==> config.mk <==
export PLATFORM = sky130hd
export DESIGN_NAME = time_alarm_counter_flat
export DESIGN_NICKNAME = d
export VERILOG_FILES = /design/src/rtl/time_alarm_counter_if.sv /design/src/rtl/time_alarm_counter.sv /design/src/flat_wrapper.sv
export SDC_FILE = /design/constraint.sdc
export NUM_CORES = 1
export LEC_CHECK = 0
export CAP_MARGIN = 10
export CORE_MARGIN = 2
export CORE_UTILIZATION = 30
export DETAILED_ROUTE_END_ITERATION = 6
export GPL_TIMING_DRIVEN = 1
export PLACE_DENSITY = 0.6
export SLEW_MARGIN = 15
export SYNTH_ARGS = -nofsm -noshare
export SYNTH_HDL_FRONTEND = slang
export SYNTH_SLANG_ARGS = --single-unit
==> constraint.sdc <==
create_clock -name ck -period 4.4 [get_ports ck]
set_input_delay 1.32 -clock ck [delete_from_list [all_inputs] [get_ports ck]]
set_output_delay 1.32 -clock ck [all_outputs]
set_load 0.05 [all_outputs]
==> src/rtl/time_alarm_counter_if.sv <==
// rtl/time_alarm_counter_if.sv - pulse inputs and time/alarm outputs of time_alarm_counter
interface time_alarm_counter_if;
   logic       up_clock60;
   logic       up_alarm60;
   logic       up_clock_h;
   logic       up_alarm_h;
   logic       min;
   logic       alarm_en;
   logic       stop;
   logic       snooze;
   logic [5:0] clk_min;
   logic [4:0] clk_hour;
   logic [5:0] alm_min;
   logic [4:0] alm_hour;
   logic       ring;
   logic       snoozing;

   modport master (
      output up_clock60, up_alarm60, up_clock_h, up_alarm_h,
      output min, alarm_en, stop, snooze,
      input  clk_min, clk_hour, alm_min, alm_hour, ring, snoozing
   );

   modport slave (
      input  up_clock60, up_alarm60, up_clock_h, up_alarm_h,
      input  min, alarm_en, stop, snooze,
      output clk_min, clk_hour, alm_min, alm_hour, ring, snoozing
   );
endinterface

==> src/rtl/time_alarm_counter.sv <==
// rtl/time_alarm_counter.sv - clock/alarm minute-hour counters with ring/snooze FSM (option: ALARM_SNOOZE_LIMIT_EN)
module time_alarm_counter #(
   parameter int RING_MIN   = 5,
   parameter int SNOOZE_MIN = 9
) (
   input  logic                 ck,
   input  logic                 reset,
   time_alarm_counter_if.slave  bus
);

   typedef enum logic [1:0] {IDLE, RING, SNOOZE} state_t;

   logic [5:0] clk_min_q, clk_min_d, alm_min_q, alm_min_d;
   logic [4:0] clk_hour_q, clk_hour_d, alm_hour_q, alm_hour_d;
   logic       upd_q, upd_d;
   state_t     state_q, state_d;
   logic [3:0] tick_q, tick_d;
   logic       ring_q, snoozing_q;
   logic       trigger;
   logic       snooze_ok;

   // One minute/hour set: minute wrap carries into the hour, hour sums both increments mod 24
   function automatic logic [10:0] bump(input logic [5:0] m, input logic [4:0] h,
                                        input logic up_m, input logic up_h);
      logic       carry;
      logic [5:0] m_n;
      logic [4:0] h_n;
      carry = up_m && (m == 6'd59);
      if (carry) m_n = 6'd0;
      else       m_n = m + {5'd0, up_m};
      h_n = h + {4'd0, up_h} + {4'd0, carry};
      if (h_n >= 5'd24) h_n = h_n - 5'd24;
      return {h_n, m_n};
   endfunction

   // Next values of both independent time sets and the clock-updated flag
   always_comb begin
      {clk_hour_d, clk_min_d} = bump(clk_min_q, clk_hour_q, bus.up_clock60, bus.up_clock_h);
      {alm_hour_d, alm_min_d} = bump(alm_min_q, alm_hour_q, bus.up_alarm60, bus.up_alarm_h);
      upd_d = bus.up_clock60 | bus.up_clock_h;
   end

   // Match is only looked at the cycle after a clock update, so alarm edits never fire it
   assign trigger = upd_q & bus.alarm_en & (clk_min_q == alm_min_q) & (clk_hour_q == alm_hour_q);

`ifdef ALARM_SNOOZE_LIMIT_EN
   logic [1:0] snz_q, snz_d;
   assign snooze_ok = (snz_q != 2'd3);
`else
   assign snooze_ok = 1'b1;
`endif

   // Ring/snooze next state; tick counter restarts on every state entry
   always_comb begin
      state_d = state_q;
      tick_d  = tick_q;
`ifdef ALARM_SNOOZE_LIMIT_EN
      snz_d   = snz_q;
`endif
      case (state_q)
         IDLE: begin
            if (trigger) begin
               state_d = RING;
               tick_d  = 4'd0;
            end
         end
         RING: begin
            if (!bus.alarm_en || bus.stop) begin
               state_d = IDLE;
               tick_d  = 4'd0;
            end else if (bus.snooze && snooze_ok) begin
               state_d = SNOOZE;
               tick_d  = 4'd0;
`ifdef ALARM_SNOOZE_LIMIT_EN
               snz_d   = snz_q + 2'd1;
`endif
            end else if (bus.min) begin
               if (tick_q == 4'(RING_MIN - 1)) begin
                  state_d = IDLE;
                  tick_d  = 4'd0;
               end else begin
                  tick_d  = tick_q + 4'd1;
               end
            end
         end
         SNOOZE: begin
            if (!bus.alarm_en || bus.stop) begin
               state_d = IDLE;
               tick_d  = 4'd0;
            end else if (bus.min) begin
               if (tick_q == 4'(SNOOZE_MIN - 1)) begin
                  state_d = RING;
                  tick_d  = 4'd0;
               end else begin
                  tick_d  = tick_q + 4'd1;
               end
            end
         end
         default: begin
            state_d = IDLE;
            tick_d  = 4'd0;
         end
      endcase
`ifdef ALARM_SNOOZE_LIMIT_EN
      if (state_d == IDLE && state_q != IDLE) snz_d = 2'd0;
`endif
   end

   // State registers; ring/snoozing are flopped alongside the state they decode
   always_ff @(posedge ck or posedge reset) begin
      if (reset) begin
         clk_min_q  <= 6'd0;
         clk_hour_q <= 5'd0;
         alm_min_q  <= 6'd0;
         alm_hour_q <= 5'd0;
         upd_q      <= 1'b0;
         state_q    <= IDLE;
         tick_q     <= 4'd0;
         ring_q     <= 1'b0;
         snoozing_q <= 1'b0;
`ifdef ALARM_SNOOZE_LIMIT_EN
         snz_q      <= 2'd0;
`endif
      end else begin
         clk_min_q  <= clk_min_d;
         clk_hour_q <= clk_hour_d;
         alm_min_q  <= alm_min_d;
         alm_hour_q <= alm_hour_d;
         upd_q      <= upd_d;
         state_q    <= state_d;
         tick_q     <= tick_d;
         ring_q     <= (state_d == RING);
         snoozing_q <= (state_d == SNOOZE);
`ifdef ALARM_SNOOZE_LIMIT_EN
         snz_q      <= snz_d;
`endif
      end
   end

   assign bus.clk_min  = clk_min_q;
   assign bus.clk_hour = clk_hour_q;
   assign bus.alm_min  = alm_min_q;
   assign bus.alm_hour = alm_hour_q;
   assign bus.ring     = ring_q;
   assign bus.snoozing = snoozing_q;

endmodule

==> src/flat_wrapper.sv <==
// flat-port wrapper written by rule: the top's interface ports become plain ports
module time_alarm_counter_flat 
#(
   parameter int RING_MIN   = 5,
   parameter int SNOOZE_MIN = 9
)
  (ck, reset, bus_up_clock60, bus_up_alarm60, bus_up_clock_h, bus_up_alarm_h, bus_min, bus_alarm_en, bus_stop, bus_snooze, bus_clk_min, bus_clk_hour, bus_alm_min, bus_alm_hour, bus_ring, bus_snoozing);
  time_alarm_counter_if bus_i ();
  input  logic ck;
  input  logic reset;
  input wire logic [$bits(bus_i.up_clock60)-1:0] bus_up_clock60;
  input wire logic [$bits(bus_i.up_alarm60)-1:0] bus_up_alarm60;
  input wire logic [$bits(bus_i.up_clock_h)-1:0] bus_up_clock_h;
  input wire logic [$bits(bus_i.up_alarm_h)-1:0] bus_up_alarm_h;
  input wire logic [$bits(bus_i.min)-1:0] bus_min;
  input wire logic [$bits(bus_i.alarm_en)-1:0] bus_alarm_en;
  input wire logic [$bits(bus_i.stop)-1:0] bus_stop;
  input wire logic [$bits(bus_i.snooze)-1:0] bus_snooze;
  output wire logic [$bits(bus_i.clk_min)-1:0] bus_clk_min;
  output wire logic [$bits(bus_i.clk_hour)-1:0] bus_clk_hour;
  output wire logic [$bits(bus_i.alm_min)-1:0] bus_alm_min;
  output wire logic [$bits(bus_i.alm_hour)-1:0] bus_alm_hour;
  output wire logic [$bits(bus_i.ring)-1:0] bus_ring;
  output wire logic [$bits(bus_i.snoozing)-1:0] bus_snoozing;
  assign bus_i.up_clock60 = bus_up_clock60;
  assign bus_i.up_alarm60 = bus_up_alarm60;
  assign bus_i.up_clock_h = bus_up_clock_h;
  assign bus_i.up_alarm_h = bus_up_alarm_h;
  assign bus_i.min = bus_min;
  assign bus_i.alarm_en = bus_alarm_en;
  assign bus_i.stop = bus_stop;
  assign bus_i.snooze = bus_snooze;
  assign bus_clk_min = bus_i.clk_min;
  assign bus_clk_hour = bus_i.clk_hour;
  assign bus_alm_min = bus_i.alm_min;
  assign bus_alm_hour = bus_i.alm_hour;
  assign bus_ring = bus_i.ring;
  assign bus_snoozing = bus_i.snoozing;
  time_alarm_counter #(.RING_MIN(RING_MIN), .SNOOZE_MIN(SNOOZE_MIN)) u_core (.ck(ck), .reset(reset), .bus(bus_i));
endmodule
==> impl_metrics.env <==
export IMPL_status="completed"
export IMPL_ys_seq_elements=31
export IMPL_p_leak_nw=1.03
export IMPL_regArea_sq_um=776
export IMPL_synth_top_family_by_area="simple AND/OR/NAND/NOR gates"
export IMPL_syn_inst=178
export IMPL_post_drt_wl_per_cell_um=12.5
export IMPL_start_kind="input port"
export IMPL_irDropWorstVdd_v=0.000369
export IMPL_wl_met3_um=178
export IMPL_grtUsageTotal_pct=12.0
export IMPL_ios=34
export IMPL_dieHeight_um=82.3
export IMPL_insertedDiodeCount=0
export IMPL_wl_met2_um=1700
export IMPL_place_ws_ns=0.770
export IMPL_synth_xor_area_share_pct=9.99
export IMPL_synth_area_leader_cell="dfrtp_1"
export IMPL_final_cell_mix="clkdlybuf4s50_1, dfrtp_1, xor2_1"
export IMPL_drc_errors=0
export IMPL_fin_crit_sh_pct=75.4
export IMPL_fin_skew_ns=0.00210
export IMPL_max_slew_margin_pct=65.9
export IMPL_p_sw_mw=0.888
export IMPL_core_sq_mm=0.00592
export IMPL_worstSetupEndpoint="u_core.bus.clk_hour[3]$_DFF_PP0_"
export IMPL_portBuffers=33
export IMPL_rows=28
export IMPL_synth_top_area_share_pct=42.1
export IMPL_yosysSeqAreaShare_pct=42.1
export IMPL_grt_max_degree=32
export IMPL_dr_pass1_iters=4
export IMPL_clk_latency_ns=0.28
export IMPL_r2r_start="u_core.bus.clk_min[2]$_DFF_PP0_"
export IMPL_drv_cap=0
export IMPL_gp_congestion=0.745
export IMPL_via_per_inst=4.76
export IMPL_ant_nets=0
export IMPL_p_total_mw=1.80
export IMPL_finalCriticalPeriod_ns=3.32
export IMPL_met1_length_um=1740
export IMPL_crit_required_ns=4.59
export IMPL_synth_top_flop_cell="dfrtp_1"
export IMPL_pwr_share_seq_pct=31.0
export IMPL_synth_compound_area_share_pct=10.3
export IMPL_p_int_mw=0.908
export IMPL_die_w_um=82.3
export IMPL_ys_types=44
export IMPL_reg2reg_depth=11
export IMPL_placed_area_sq_mm=0.00225
export IMPL_synthTopCellsByArea="dfrtp_1, xor2_1, ha_1"
export IMPL_clkPwrFrac_pct=13.4
export IMPL_num_nets_final=240
export IMPL_synth_mux_area_share_pct=1.16
export IMPL_swShare_pct=49.4
export IMPL_totalWireLength_um=3650
export IMPL_critPathKind="in -> reg"
export IMPL_num_fill_cells=618
export IMPL_drv_slew=0
export IMPL_grt_pass1_vias=1354
export IMPL_synth_edf_count=0
export IMPL_initial_core_util_pct=31.1
export IMPL_arrival_ns=3.51
export IMPL_path_max_fanout=6
export IMPL_synthAdderAreaFrac_pct=10.3
export IMPL_drive_gt1_share_pct=6.45
export IMPL_instances_no_fill=292
export IMPL_crit_start="bus_up_clock60"
export IMPL_dp_cells=284
export IMPL_syn_num_nets=202
export IMPL_numCtsBuffers=5
export IMPL_postCtsSetupRepairBufs=0
export IMPL_ys_warn_count=0
export IMPL_dp_hpwl_um=2800
export IMPL_clkTransAtPathRegs_ns=0.06
export IMPL_drt_iter0_drc=62
export IMPL_syn2layout_area_growth_pct=27.7
export IMPL_grt_antenna_before_repair=0
export IMPL_yosys_area_share_simple_pct=22.4
export IMPL_r2r_setup_slack_ns=2.07
export IMPL_grt_setup_unrepaired="no"
export IMPL_hold_viol=0
export IMPL_hold_buffers=0
export IMPL_hold_class="reg -> reg"
export IMPL_multi_input_area_sq_um=997
export IMPL_avgSynthCellArea_sq_um=10.3
export IMPL_grt_pass1_wl_um=6090
export IMPL_r2r_end="u_core.bus.clk_hour[3]$_DFF_PP0_"
export IMPL_fin_area_sq_mm=0.00235
export IMPL_max_freq_ghz=0.301
export IMPL_grt_overflow=0
export IMPL_tritoncts="done"
export IMPL_top_layer_used="met4"
export IMPL_fin_tns_setup_ns=0
export IMPL_fin_ws_ns=1.08
export IMPL_cts_sinks=31
export IMPL_layout_commonest_cell="clkdlybuf4s50_1"
export IMPL_cts_resized_gates=0
export IMPL_cts_buffer_depth=2
export IMPL_worstMarginPinSlew_ns=0.509
export IMPL_hp_start="u_core.bus.alm_min[5]$_DFF_PP0_"
export IMPL_power_density_mw_per_mm2=764
export IMPL_pwr_share_comb_pct=55.5
export IMPL_setup_viol=0
export IMPL_vias=1391
export IMPL_post_synth_instance_area_sq_mm=0.00184
export IMPL_cts_root_buffer="clkbuf_8"
export IMPL_endpoint_kind="flop"
export IMPL_async_flop_share_pct=100
export IMPL_cts_htree_levels=2
export IMPL_fp_dieArea_sq_mm=0.00678
critical path: stages:
cell and delay [ns]:
clkdlybuf4s50_1 0.48, and4b_1 0.20, and4_1 0.31, inv_1 0.08
fa_1 0.38, inv_1 0.07, ha_1 0.22, nand3_1 0.10
o21a_1 0.11, o22ai_1 0.10, nand2_1 0.07, o31ai_1 0.06
area by class of cell:
cell class | instances | share of cell area, %
Clock buffer | 8 | 4.26
Timing Repair Buffer | 34 | 14.4
Tap cell | 75 | 3.99
Multi-Input combinational cell | 132 | 42.4
Inverter | 12 | 1.92
Sequential cell | 31 | 33.0
power groups by stage:
| stage | logic, mW | registers, mW | clock network, mW |
|---|---|---|---|
| 2_1_floorplan | 0.377 | 0.871 | 0 |
| 3_3_place_gp | 0.998 | 0.562 | 0 |
| 3_5_place_dp | 1.01 | 0.562 | 0 |
| 4_1_cts | 1.01 | 0.559 | 0.248 |
| 5_1_grt | 1.08 | 0.583 | 0.265 |
| 6_report | 0.997 | 0.557 | 0.241 |
synthesized netlist by cell type (2+ instances only):
cell type / n
o22ai_1: 2
nor2b_1: 11
nand2_1: 11
nor3_1: 2
nor4_1: 3
nand3_1: 9
nand3b_1: 4
dfrtp_1: 31
ha_1: 12
o31ai_1: 5
nand2b_1: 2
and4_1: 2
and4b_1: 3
a21oi_1: 4
o21a_1: 2
xor2_1: 19
nand4b_1: 2
xnor2_1: 2
fa_1: 2
nor2_1: 9
o21ai_0: 6
o211ai_1: 2
inv_1: 12
cells by family (layout without fill, tap and decap cells):
family                     after synthesis  after routing
and+or+nand+nor                         67             67
DFF                                     31             31
adders and majority gates               14             14
muxes                                    2              2
xor gates and xnor gates                21             21
AOI/OAI and AO/OA                       28             28
buffers and inverters                   15             54
how the worst min path moves through the flow:
stage                     slack, ns  cells past startpoint                               to
after global routing           0.59                      1  u_core.bus.alm_min[5]$_DFF_PP0_
final                          0.55                      1  u_core.bus.alm_min[5]$_DFF_PP0_
after global placement         0.54                      1  u_core.bus.alm_min[5]$_DFF_PP0_
after floorplan                0.51                      2     u_core.tick_q[1]$_DFFE_PP0P_
after CTS                      0.56                      1  u_core.bus.alm_min[5]$_DFF_PP0_
after detailed placement       0.55                      1  u_core.bus.alm_min[5]$_DFF_PP0_
through the flow:
step / util, % / hold slack (ns)
after global routing: 39.7 / 0.586
after floorplan: - / 0.510
final: 39.7 / 0.551
after detailed placement: 38.0 / 0.548
after global placement: 38.0 / 0.542
after CTS: 39.7 / 0.557
registers in the layout, indices dropped and copies added (netlist names):
signal               count
u_core.bus.alm_hour      5
u_core.bus.alm_min       6
u_core.bus.clk_hour      5
u_core.bus.clk_min       6
u_core.bus.ring          1
u_core.bus.snoozing      1
u_core.state_q           2
u_core.tick_q            4
u_core.upd_q             1
layer usage:
| metal | global-route usage, % | vias to the layer above |
|---|---|---|
| met1 | 15.4 | 656 |
| met4 | 4.00 | 0 |
| li1 | - | 703 |
| met2 | 19.0 | 28 |
| met3 | 4.13 | 4 |
| met5 | 0 | - |
No activity file was read; power rests on OpenSTA's default activity.
